$ cat src/rtl/fuzz_stim_pkg.sv
// Shared constants, FSM state type and reference LCG step for the fuzz stimulus sequencer.
package fuzz_stim_pkg;

    localparam int          WORD_W      = 32;
    localparam logic [31:0] LCG_MUL_DEF = 32'h41C64E6D;
    localparam logic [31:0] LCG_INC_DEF = 32'h00003039;

    typedef enum logic [1:0] {
        IDLE    = 2'd0,
        FILL    = 2'd1,
        PRESENT = 2'd2,
        DONE    = 2'd3
    } state_e;

    // Product is deliberately truncated to 32 bits: the LCG runs mod 2^32.
    function automatic logic [31:0] lcg_next(input logic [31:0] state);
        return state * LCG_MUL_DEF + LCG_INC_DEF;
    endfunction

endpackage

$ cat src/rtl/fuzz_stim_sequencer_if.sv
// Vector stream from the sequencer to the DUT-side input register (valid/ready).
interface fuzz_stim_sequencer_if #(
    parameter int NUM_WORDS = 8,
    parameter int CNT_W     = 32
);
    logic                      vec_valid;
    logic                      vec_ready;
    logic [NUM_WORDS*32-1:0]   vec_data;
    logic [CNT_W-1:0]          vec_idx;

    modport master (output vec_valid, output vec_data, output vec_idx, input  vec_ready);
    modport slave  (input  vec_valid, input  vec_data, input  vec_idx, output vec_ready);
endinterface

$ cat src/rtl/fuzz_stim_sequencer_lcg32_step.sv
// Combinational single step of a 32-bit LCG: next = state*MUL + INC (mod 2^32).
module lcg32_step #(
    parameter logic [31:0] MUL = 32'h41C64E6D,
    parameter logic [31:0] INC = 32'h00003039
) (
    input  logic [31:0] state_i,
    output logic [31:0] next_o
);

    // Truncated product and sum, no carry kept past bit 31.
    always_comb begin
        next_o = state_i * MUL + INC;
    end

endmodule

$ cat src/rtl/fuzz_stim_sequencer.sv
// Seeded LCG stimulus generator: fills a NUM_WORDS-word vector one word per clock and offers it over valid/ready.
module fuzz_stim_sequencer
    import fuzz_stim_pkg::*;
#(
    parameter int          NUM_WORDS = 8,
    parameter int          CNT_W     = 32,
    parameter logic [31:0] LCG_MUL   = LCG_MUL_DEF,
    parameter logic [31:0] LCG_INC   = LCG_INC_DEF
) (
    input  logic                         clk,
    input  logic                         rst_n,
    input  logic                         start,
    input  logic [31:0]                  seed,
    input  logic [CNT_W-1:0]             cycles,
    fuzz_stim_sequencer_if.master        vec_if,
    output logic                         busy,
    output logic                         done
);

    localparam int WCNT_W = (NUM_WORDS > 1) ? $clog2(NUM_WORDS) : 1;
    localparam int VEC_W  = NUM_WORDS * WORD_W;
    localparam logic [WCNT_W-1:0] LAST_WORD = WCNT_W'(NUM_WORDS - 1);

    state_e              state_q,     state_d;
    logic [31:0]         lcg_q,       lcg_d;
    logic [CNT_W-1:0]    cycles_q,    cycles_d;
    logic [WCNT_W-1:0]   wcnt_q,      wcnt_d;
    logic [VEC_W-1:0]    vec_data_q,  vec_data_d;
    logic [CNT_W-1:0]    vec_idx_q,   vec_idx_d;
    logic                vec_valid_q, vec_valid_d;
    logic                busy_q,      busy_d;
    logic                done_q,      done_d;
    logic [31:0]         lcg_step_s;

    lcg32_step #(
        .MUL (LCG_MUL),
        .INC (LCG_INC)
    ) u_lcg (
        .state_i (lcg_q),
        .next_o  (lcg_step_s)
    );

    // Next-state and datapath update; outputs are registered from the next state.
    always_comb begin
        state_d    = state_q;
        lcg_d      = lcg_q;
        cycles_d   = cycles_q;
        wcnt_d     = wcnt_q;
        vec_data_d = vec_data_q;
        vec_idx_d  = vec_idx_q;

        case (state_q)
            IDLE: begin
                if (start) begin
                    lcg_d     = seed;
                    cycles_d  = cycles;
                    vec_idx_d = {CNT_W{1'b0}};
                    wcnt_d    = {WCNT_W{1'b0}};
                    state_d   = FILL;
                end else begin
                    state_d   = IDLE;
                end
            end
            FILL: begin
                lcg_d = lcg_step_s;
                for (int k = 0; k < NUM_WORDS; k++) begin
                    if (wcnt_q == WCNT_W'(k)) begin
                        vec_data_d[k*WORD_W +: WORD_W] = lcg_step_s;
                    end else begin
                        vec_data_d[k*WORD_W +: WORD_W] = vec_data_q[k*WORD_W +: WORD_W];
                    end
                end
                if (wcnt_q == LAST_WORD) begin
                    wcnt_d  = {WCNT_W{1'b0}};
                    state_d = PRESENT;
                end else begin
                    wcnt_d  = wcnt_q + WCNT_W'(1);
                    state_d = FILL;
                end
            end
            PRESENT: begin
                // Comparing against the latched count ends the run before vec_idx can wrap.
                if (vec_valid_q && vec_if.vec_ready) begin
                    if (vec_idx_q == cycles_q) begin
                        state_d   = DONE;
                    end else begin
                        vec_idx_d = vec_idx_q + CNT_W'(1);
                        wcnt_d    = {WCNT_W{1'b0}};
                        state_d   = FILL;
                    end
                end else begin
                    state_d = PRESENT;
                end
            end
            DONE: begin
                state_d = IDLE;
            end
            default: begin
                state_d = IDLE;
            end
        endcase

        vec_valid_d = (state_d == PRESENT);
        busy_d      = (state_d != IDLE);
        done_d      = (state_d == DONE);
    end

    // State and output registers with asynchronous clear.
    always_ff @(posedge clk or negedge rst_n) begin
        if (!rst_n) begin
            state_q     <= IDLE;
            lcg_q       <= 32'h0000_0000;
            cycles_q    <= {CNT_W{1'b0}};
            wcnt_q      <= {WCNT_W{1'b0}};
            vec_data_q  <= {VEC_W{1'b0}};
            vec_idx_q   <= {CNT_W{1'b0}};
            vec_valid_q <= 1'b0;
            busy_q      <= 1'b0;
            done_q      <= 1'b0;
        end else begin
            state_q     <= state_d;
            lcg_q       <= lcg_d;
            cycles_q    <= cycles_d;
            wcnt_q      <= wcnt_d;
            vec_data_q  <= vec_data_d;
            vec_idx_q   <= vec_idx_d;
            vec_valid_q <= vec_valid_d;
            busy_q      <= busy_d;
            done_q      <= done_d;
        end
    end

    assign vec_if.vec_valid = vec_valid_q;
    assign vec_if.vec_data  = vec_data_q;
    assign vec_if.vec_idx   = vec_idx_q;
    assign busy             = busy_q;
    assign done             = done_q;

endmodule

$ cat src/flat_wrapper.sv
// flat-port wrapper written by rule: the top's interface ports become plain ports
module fuzz_stim_sequencer_flat import fuzz_stim_pkg::*;
#(
    parameter int          NUM_WORDS = 8,
    parameter int          CNT_W     = 32,
    parameter logic [31:0] LCG_MUL   = LCG_MUL_DEF,
    parameter logic [31:0] LCG_INC   = LCG_INC_DEF
)
  (clk, rst_n, start, seed, cycles, busy, done, vec_if_vec_valid, vec_if_vec_data, vec_if_vec_idx, vec_if_vec_ready);
  fuzz_stim_sequencer_if #(.NUM_WORDS(NUM_WORDS), .CNT_W(CNT_W)) vec_if_i ();
  input  logic clk;
  input  logic rst_n;
  input  logic start;
  input  logic [31:0] seed;
  input  logic [CNT_W-1:0] cycles;
  output logic busy;
  output logic done;
  output wire logic [$bits(vec_if_i.vec_valid)-1:0] vec_if_vec_valid;
  output wire logic [$bits(vec_if_i.vec_data)-1:0] vec_if_vec_data;
  output wire logic [$bits(vec_if_i.vec_idx)-1:0] vec_if_vec_idx;
  input wire logic [$bits(vec_if_i.vec_ready)-1:0] vec_if_vec_ready;
  assign vec_if_vec_valid = vec_if_i.vec_valid;
  assign vec_if_vec_data = vec_if_i.vec_data;
  assign vec_if_vec_idx = vec_if_i.vec_idx;
  assign vec_if_i.vec_ready = vec_if_vec_ready;
  fuzz_stim_sequencer #(.NUM_WORDS(NUM_WORDS), .CNT_W(CNT_W), .LCG_MUL(LCG_MUL), .LCG_INC(LCG_INC)) u_core (.clk(clk), .rst_n(rst_n), .start(start), .seed(seed), .cycles(cycles), .vec_if(vec_if_i), .busy(busy), .done(done));
endmodule
$ cat config.mk
export PLATFORM = sky130hd
export DESIGN_NAME = fuzz_stim_sequencer_flat
export DESIGN_NICKNAME = d
export VERILOG_FILES = /design/src/rtl/fuzz_stim_pkg.sv /design/src/rtl/fuzz_stim_sequencer_if.sv /design/src/rtl/fuzz_stim_sequencer_lcg32_step.sv /design/src/rtl/fuzz_stim_sequencer.sv /design/src/flat_wrapper.sv
export SDC_FILE = /design/constraint.sdc
export NUM_CORES = 1
export LEC_CHECK = 0
export ABC_AREA = 1
export CAP_MARGIN = 20
export CORE_MARGIN = 8
export CORE_UTILIZATION = 50
export DETAILED_ROUTE_END_ITERATION = 10
export PLACE_DENSITY_LB_ADDON = 0.08
export SYNTH_ARGS = -nofsm -noshare
export SYNTH_HDL_FRONTEND = slang
export SYNTH_SLANG_ARGS = --single-unit
$ cat constraint.sdc
create_clock -name clk -period 6.98 [get_ports clk]
set_input_delay 1.396 -clock clk [delete_from_list [all_inputs] [get_ports clk]]
set_output_delay 1.396 -clock clk [all_outputs]
set_load 0.02 [all_outputs]
==> results of run 1 <==
==> layout by cell type, fill, tap and decap left out, types with 6 or more instances in the layout <==
cell,n
xor2_1,23
o211ai_1,12
o22ai_1,7
nand2_1,741
or2_2,6
clkbuf_1,9
o21ai_0,149
dfrtp_1,358
clkbuf_16,40
a21oi_1,39
nand3b_1,6
fa_1,185
nor4_1,6
inv_1,514
nand4_1,20
o21ai_2,7
a31oi_1,7
clkdlybuf4s50_1,357
nand3_1,156
buf_4,29
clkbuf_8,11
inv_2,9
o21ai_1,31
nand2_2,14
o31ai_1,18
ha_1,213
nor3_1,29
xnor2_1,49
nor2_1,79
==> flip-flops by register name, summed over array words and instances, names as in the netlist <==
name,cells
u_core.busy,1
u_core.cycles_q,32
u_core.done,1
u_core.lcg_q,32
u_core.state_q,2
u_core.vec_if.vec_data,256
u_core.vec_if.vec_idx,32
u_core.vec_if.vec_valid,1
u_core.wcnt_q,3
==> critical path, stage by stage (launching register included) <==
cell      delay [ns]
dfrtp_1         0.53
ha_1            0.48
xor2_1          0.39
ha_1            0.22
nor2_1          0.07
fa_1            0.50
fa_1            0.53
inv_1           0.07
fa_1            0.48
ha_1            0.30
fa_1            0.48
inv_1           0.05
fa_1            0.53
inv_1           0.04
ha_1            0.36
a21oi_1         0.33
o21ai_0         0.19
a21oi_1         0.22
nand3_1         0.20
nand2_1         0.15
nand3_2         0.22
nand3_1         0.16
o211ai_1        0.09
==> layer usage <==
layer  global-route usage [%]  part of all wire [%]  vias to the layer above
li1                         -                     -                     9487
met1                     37.2                    41                    10100
met2                     49.3                    48                      687
met3                     4.97                   5.8                      183
met4                     13.0                   5.1                        6
met5                        0                 0.047                        -
==> how the worst max path moves through the flow <==
stage	start	end	slack, ns	cells past startpoint
floorplan	u_core.lcg_q[6]	u_core.lcg_q[25]	0.80	28
global placement	u_core.lcg_q[7]	u_core.lcg_q[20]	0.16	23
detailed placement	u_core.lcg_q[8]	u_core.lcg_q[20]	0.05	22
CTS	u_core.lcg_q[8]	u_core.lcg_q[20]	0.03	22
global route	u_core.lcg_q[6]	u_core.lcg_q[20]	0.009	28
finish	u_core.lcg_q[4]	u_core.lcg_q[27]	0.25	22
==> timing repair <==
item	in CTS	in global routing
gates resized for setup	0	19
endpoints found under the setup margin	0	93
hold buffers	0	0
hold endpoints to repair	0	0
==> logic make-up after synthesis <==
group           after synthesis
compound gates              297
xor+xnor                     77
fa+ha+maj                   400
buf+inv                     609
flops                       360
simple gates               1083
==> stage by stage <==
step / instances / area [um2]
5_1_grt: 3865 / 30400
3_5_place_dp: 3793 / 29000
4_1_cts: 3865 / 30300
6_report: 3866 / 30400
3_3_place_gp: 3793 / 29000
2_1_floorplan: 2826 / 24800
==> area by class of cell <==
cell class                      count  area, um2  share of cell area, %
Tap cell                          664        831                   2.73
Sequential cell                   360       9010                   29.6
Multi-Input combinational cell   1857      13400                   44.2
Inverter                          524       1970                   6.47
Clock inverter                     12        134                  0.440
Clock buffer                       60       1190                   3.90
Antenna cell                        1       2.50                0.00823
Timing Repair Buffer              388       3830                   12.6
==> qor.yml, run 1 <==
clock_skew_ns: 0.0155
dp_hpwl_um: 65600
clk_pin_slew_ns: 0.07
synth_compound_area_share_pct: 6.81
yosysWarnings: 0
synth_nets: 3294
routabilityCongestion: 0.937
dr.pass1.iters: 5
required_ns: 7.42
ctsRootBufferMaster: "clkbuf_16"
grt_max_degree: 162
maxSlewHeadroom_pct: 33.6
overflow: 0
n_fill_cell: 4341
track_usage_pct: 29.4
io_buffers: 358
critPathMaxFanout: 9
drt_first_iter_violations: 1421
ant_nets: 0
cp.arrival_ns: 7.17
syn_area_per_cell_um2: 8.76
syn_inst: 2826
io-pin-count: 359
yosys.area.top_type_share_pct: 36.4
coreArea_mm2: 0.0490
status: "finished clean"
fin_ws_ns: 0.245
cp-end-kind: "flip-flop"
syn2layout_area_growth_pct: 22.8
vias: 20500
seq_area_frac_synth_pct: 36.4
routed_via_density: 5.30
start_kind: "flip-flop"
dieArea_mm2: 0.0569
clk_latency_ns: 0.57
syn_area_mm2: 0.0248
cts_max_path_buffers: 3
min-delay-start: "u_core.vec_if.vec_data[244]"
grt_pass1_wl_um: 129000
start_util_pct: 50.6
rows: 81
chipWidth_um: 239
synthSimpleGateAreaFrac_pct: 18.6
cts-buffers-inserted: 40
min_period_ns: 6.73
synth_area_leaders: "dfrtp_1, fa_1, nand2_1"
synth_xor_area_share_pct: 2.81
drc: 0
drv_slew: 0
tightestPinTransition_ns: 0.993
yosysTopAreaCell: "dfrtp_1"
synth-seq-cells: 360
reg2reg_to: "u_core.lcg_q[27]"
ff2ff_setup_slack_ns: 0.25
maxCapViolCount: 0
whs_endpoint: "u_core.vec_if.vec_data[244]"
cts_sinks: 360
async_flop_share_pct: 100
final_nets: 3639
post-place-ws_ns: 0.0537
cts_tree: "yes"
synth_most_common_cell: "nand2_1"
rr_startpoint: "u_core.lcg_q[4]"
grt_pass1_vias: 21500
hold_depth: 2
hold_ws_ns: 0.477
rsz0062_at_grt: "false"
synth_ff_type: "dfrtp_1"
synth_adder_area_share_pct: 25.8
postRouteWirelength_um: 83400
die_h_um: 239
ff2ff_path_depth: 22
htree_num_levels: 2
drive_above_1_share_pct: 5.34
postCtsSetupBuffers: 0
avgRoutedWirePerCell_um: 21.6
synth_top_family_by_area: "adder cells"
setup_viol: 0
critical_path_class: "flip-flop to flip-flop"
fmax_ghz: 0.148
synth-edff-count: 0
antenna_found_initial: 4
ys_types: 53
finalSetupTns_ns: 0
finalCritPeriodShare_pct: 96.5
fin_util_pct: 62.1
muxShareOfSynthArea_pct: 0
hp-class: "flip-flop to flip-flop"
final-hold-violation-count: 0
netlist_top_cells_count: "nand2_1, inv_1, dfrtp_1"
Power of run 1 is not shown: default switching activity piles up to over one toggle a cycle in this logic, so the estimate is an artifact.
==> run 2: changes to the inputs <==
Settings changed: SLEW_MARGIN from default to 30.
==> run 2 against run 1 <==
Non-clock buffer count rose by 1. Utilization rose by 0.082 points. Cell count barely moved. Critical endpoint unchanged. Largest cell class unchanged.
==> qor.yml, run 2 (synthesis gave the netlist of run 1 again) <==
status: "finished clean"  # unchanged
chipWidth_um: 239  # unchanged
start_util_pct: 50.6  # unchanged
cts_hold_buf: 0  # unchanged
tightestPinTransition_ns: 0.937  # was 0.993 ns
drive_above_1_share_pct: 5.40  # was 5.34%
drv_slew: 0  # unchanged
finalCritPeriodShare_pct: 96.5  # about the same
vias: 20500  # about the same
coreArea_mm2: 0.0490  # unchanged
cp.arrival_ns: 7.17  # about the same
grt_pass1_wl_um: 129000  # unchanged
dr.pass1.iters: 5  # unchanged
largest_reg_flops: 256  # unchanged
n_fill_cell: 4337  # was 4341
final_nets: 3640  # was 3639
setup_viol: 0  # unchanged
required_ns: 7.42  # about the same
final-hold-violation-count: 0  # unchanged
critical_path_class: "flip-flop to flip-flop"  # unchanged
fmax_ghz: 0.148  # about the same
avgRoutedWirePerCell_um: 21.6  # about the same
dp_hpwl_um: 65600  # unchanged
final_common_cell: "nand2_1"  # unchanged
min-delay-start: "u_core.vec_if.vec_data[244]"  # unchanged
maxSlewHeadroom_pct: 37.5  # was 33.6%
die_h_um: 239  # unchanged
ctsRootBufferMaster: "clkbuf_16"  # unchanged
antenna_found_initial: 4  # unchanged
finalSetupTns_ns: 0  # unchanged
clk_latency_ns: 0.57  # about the same
routed_via_density: 5.31  # was 5.30
overflow: 0  # unchanged
syn2layout_area_growth_pct: 23.0  # was 22.8%
clk_pin_slew_ns: 0.07  # about the same
io-pin-count: 359  # unchanged
ff2ff_setup_slack_ns: 0.25  # about the same
dieArea_mm2: 0.0569  # unchanged
grt_max_degree: 162  # unchanged
drc: 0  # unchanged
htree_num_levels: 2  # unchanged
rsz0062_at_grt: "false"  # unchanged
maxCapViolCount: 0  # unchanged
ant_nets: 0  # unchanged
critPathMaxFanout: 9  # unchanged
cp-end-kind: "flip-flop"  # unchanged
rr_startpoint: "u_core.lcg_q[4]"  # unchanged
ff2ff_path_depth: 22  # unchanged
grt_pass1_vias: 21500  # unchanged
postRouteWirelength_um: 83500  # was 83400 um
track_usage_pct: 29.4  # unchanged
hp-class: "flip-flop to flip-flop"  # unchanged
hold_depth: 2  # unchanged
drt_first_iter_violations: 1378  # was 1421
rows: 81  # unchanged
cts_sinks: 360  # unchanged
whs_endpoint: "u_core.vec_if.vec_data[244]"  # unchanged
io_buffers: 358  # unchanged
cts_max_path_buffers: 3  # unchanged
min_period_ns: 6.73  # about the same
clock_skew_ns: 0.0154  # was 0.0155 ns
cts-buffers-inserted: 40  # unchanged
startpoint: "u_core.lcg_q[4]"  # unchanged
routabilityCongestion: 0.937  # unchanged
start_kind: "flip-flop"  # unchanged
reg2reg_to: "u_core.lcg_q[27]"  # unchanged
cts_tree: "yes"  # unchanged
layout_common_cells: "nand2_1, inv_1, dfrtp_1, clkdlybuf4s50_1, ha_1"  # unchanged
## run 2: cell types whose count changed in the layout (fill, tap and decap cells not counted), sizes merged
| cell | delta |
|---|---|
| buf | +1 |
| clkinv | +1 |
| inv | -1 |
## run 2: per-stage QoR
stage	cell area [um2]	hold slack [ns]	instances	utilization [%]	worst slack (ns)
floorplan	24800	0.463	2826	-	0.802
global placement	29000	0.461	3793	59.3	0.158
detailed placement	29000	0.464	3793	59.3	0.0537
CTS	30300	0.481	3865	62.0	0.0278
global route	30400	0.499	3866	62.2	0.00948
finish	30400	0.477	3867	62.2	0.246
## run 2: worst max path at each step
stage | cells after the start | slack, ns | end
floorplan | 28 | 0.80 | u_core.lcg_q[25]
global placement | 23 | 0.16 | u_core.lcg_q[20]
finish | 22 | 0.25 | u_core.lcg_q[27]
CTS | 22 | 0.03 | u_core.lcg_q[20]
global route | 28 | 0.009 | u_core.lcg_q[20]
detailed placement | 22 | 0.05 | u_core.lcg_q[20]
## run 2: cell type report
cell class / instances / area (um2) / area share (%)
Multi-Input combinational cell: 1857 / 13500 / 44.2
Sequential cell: 360 / 9010 / 29.6
Timing Repair Buffer: 389 / 3860 / 12.7
Inverter: 524 / 1970 / 6.46
Clock buffer: 60 / 1190 / 3.90
Tap cell: 664 / 831 / 2.73
Clock inverter: 12 / 134 / 0.440
Antenna cell: 1 / 2.50 / 0.00822
## run 2: timing repair
item                       4_1_cts  5_1_grt
gates resized for setup          0       19
setup endpoints to repair        0       93
setup buffers                    0        0
## run 2: critical path, cell delays in order (launching register included)
cell      delay (ns)
dfrtp_1         0.54
ha_1            0.49
xor2_1          0.39
ha_1            0.22
nor2_1          0.07
fa_1            0.49
fa_1            0.53
inv_1           0.08
fa_1            0.48
ha_1            0.30
fa_1            0.48
inv_1           0.05
fa_1            0.53
inv_1           0.04
ha_1            0.36
a21oi_1         0.33
o21ai_0         0.19
a21oi_1         0.22
nand3_1         0.19
nand2_1         0.14
nand3_2         0.22
nand3_1         0.17
o211ai_1        0.09
## run 2: per-layer routing
| metal | part of all wire [%] | routed length, um | track usage (%) | vias to the layer above |
|---|---|---|---|---|
| met3 | 6.0 | 4980 | 4.97 | 184 |
| met2 | 48 | 40300 | 49.3 | 706 |
| met5 | 0.047 | 39 | 0 | - |
| met4 | 5.1 | 4280 | 13.0 | 6 |
| met1 | 41 | 33900 | 37.2 | 10200 |
| li1 | - | - | - | 9494 |
Power of run 2 is left out for the same reason.
==> run 3: changes to the inputs <==
Settings changed: CORE_UTILIZATION 50 to 39.
==> run 3 against run 2 <==
Flip-flop and latch count unchanged. Worst hold slack got worse by 0.0056 ns. Die area rose by 26%. Clock-buffer cell count grew 3. Cell count grew 4.9%. Critical endpoint is now u_core.vec_if.vec_data[54]. Largest cell class unchanged.
==> qor.yml, run 3 (synthesis gave the netlist of run 1 again) <==
layout_common_cells: "nand2_1, inv_1, dfrtp_1, clkdlybuf4s50_1, ha_1"  # unchanged
drt_first_iter_violations: 1332  # was 1378
chipWidth_um: 268  # was 239 um
cp_slowest_cell: "fa_1"  # was dfrtp_1
io-pin-count: 359  # unchanged
rows: 92  # was 81
dp_cells: 3979  # was 3793
maxCapViolCount: 0  # unchanged
final_common_cell: "nand2_1"  # unchanged
n_fill_cell: 6092  # was 4337
rsz0062_at_grt: "false"  # unchanged
clock_skew_ns: 0.0180  # was 0.0154 ns
largest_reg_flops: 256  # unchanged
avgRoutedWirePerCell_um: 22.1  # was 21.6 um
cts_hold_buf: 0  # unchanged
dpl_cell_area_mm2: 0.0293  # was 0.0290 mm2
finalCritPeriodShare_pct: 95.8  # was 96.5%
routabilityCongestion: 0.966  # was 0.937
start_kind: "flip-flop"  # unchanged
required_ns: 7.38  # was 7.42 ns
ctsRootBufferMaster: "clkbuf_16"  # unchanged
maxSlewHeadroom_pct: 33.4  # was 37.5%
routed_via_density: 5.04  # was 5.31
grt_max_degree: 153  # was 162
ant_nets: 0  # unchanged
critPathMaxFanout: 9  # unchanged
final_cells: 4058  # was 3867
dr.pass1.iters: 5  # unchanged
crit_buf_inv: 4  # was 3
start_util_pct: 39.3  # was 50.6%
dieArea_mm2: 0.0718  # was 0.0569 mm2
dp_hpwl_um: 71100  # was 65600 um
clk_pin_slew_ns: 0.06  # was 0.07 ns
status: "finished clean"  # unchanged
critical_path_class: "flip-flop to flip-flop"  # unchanged
coreArea_mm2: 0.0630  # was 0.0490 mm2
drc: 0  # unchanged
fin_util_pct: 49.0  # was 62.2%
hp-class: "flip-flop to flip-flop"  # unchanged
cts_tree: "yes"  # unchanged
die_h_um: 268  # was 239 um
tightestPinTransition_ns: 0.996  # was 0.937 ns
final-hold-violation-count: 0  # unchanged
setup_viol: 0  # unchanged
cp.arrival_ns: 7.09  # was 7.17 ns
cts_sinks: 360  # unchanged
track_usage_pct: 25.0  # was 29.4%
postRouteWirelength_um: 89900  # was 83500 um
cp-end-kind: "flip-flop"  # unchanged
crit_path_frequent_cell: "fa_1"  # unchanged
htree_num_levels: 2  # unchanged
grt_pass1_vias: 21400  # was 21500
crit_family: "adder cells"  # unchanged
overflow: 0  # unchanged
clk_latency_ns: 0.57  # about the same
io_buffers: 358  # unchanged
antenna_found_initial: 6  # was 4
syn2layout_area_growth_pct: 24.6  # was 23.0%
final_nets: 3649  # was 3640
drv_slew: 0  # unchanged
fin_area_mm2: 0.0309  # was 0.0304 mm2
vias: 20500  # about the same
cts-buffers-inserted: 43  # was 40
drive_above_1_share_pct: 5.73  # was 5.40%
min_period_ns: 6.69  # was 6.73 ns
hold_ws_ns: 0.471  # was 0.477 ns
max_stage_delay_ns: 0.55  # was 0.54 ns
grt_pass1_wl_um: 135000  # was 129000 um
cts_max_path_buffers: 3  # unchanged
worstPathCellList: "ha_2 > xor2_1 > ha_1 > a21oi_1 > fa_1 > inv_1 > fa_1 > ha_1 > fa_1 > inv_1 > fa_1 > fa_1 > inv_1 > ha_1 > nand2_1 > o21ai_0 > inv_1 > o21ai_0 > o21bai_2 > nand2_1 > nand2_1 > nand2_1 > nand2_2 > o21ai_0"  # was ha_1 > xor2_1 > ha_1 > nor2_1 > fa_1 > fa_1 > inv_1 > fa_1 > ha_1 > fa_1 > inv_1 > fa_1 > inv_1 > ha_1 > a21oi_1 > o21ai_0 > a21oi_1 > nand3_1 > nand2_1 > nand3_2 > nand3_1 > o211ai_1
fmax_ghz: 0.150  # was 0.148 GHz
-- run 3: cell count changes in the layout (fill, tap and decap cells not counted), moves of 3 or more --
cell | previous run | this run
buf_4 | 28 | 32
clkbuf_16 | 40 | 43
inv_6 | 4 | 1
xor2_2 | 0 | 3
-- run 3: what timing repair did --
action | CTS | global route
hold endpoints to repair | 0 | 0
pin swaps | 0 | 3
resized for setup | 1 | 19
setup endpoints to repair | 1 | 66
setup buffers | 0 | 1
-- run 3: worst paths after layout --
kind	to	startpoint	cells after the start	slack, ns
hold reg to reg	u_core.vec_if.vec_data[69]	u_core.vec_if.vec_data[69]	2	0.47
max in group asynchronous	u_core.cycles_q[14]	rst_n	3	4.69
hold / removal	u_core.vec_if.vec_data[69]	u_core.vec_if.vec_data[69]	2	0.47
min in group asynchronous	u_core.vec_if.vec_data[199]	rst_n	1	0.87
setup reg to reg	u_core.vec_if.vec_data[54]	u_core.lcg_q[8]	24	0.29
setup / recovery	u_core.vec_if.vec_data[54]	u_core.lcg_q[8]	24	0.29
-- run 3: worst min-delay path, cell delays in order (launching register included) --
cell	delay [ns]
dfrtp_1	0.34
nand2_1	0.05
nand2_1	0.05
-- run 3: stage by stage --
stage	worst slack [ns]	TNS, ns
5_1_grt	0.00370	0
6_report	0.293	0
3_3_place_gp	-0.00751	-0.00751
3_5_place_dp	-0.0771	-0.0771
4_1_cts	0.0179	0
2_1_floorplan	0.802	0
-- run 3: layout make-up --
cell class	instances	area, um2	share of cell area (%)
clock buffers	63	1250	4.05
flip-flops and latches	360	9010	29.2
diodes	1	2.50	0.00811
multi-input cells	1857	13500	43.7
inverters	524	1970	6.39
repair buffers	395	3910	12.7
well taps	846	1060	3.43
clock inverters	12	180	0.584
-- run 3: layer usage --
metal / GRT usage (%) / vias to the layer above / share of wire, %
li1: - / 9519 / -
met1: 30.8 / 10100 / 41
met2: 41.6 / 633 / 48
met3: 4.86 / 217 / 5.6
met4: 12.9 / 12 / 6.0
met5: 0 / - / 0.081
Power of run 3 is left out for the same reason.
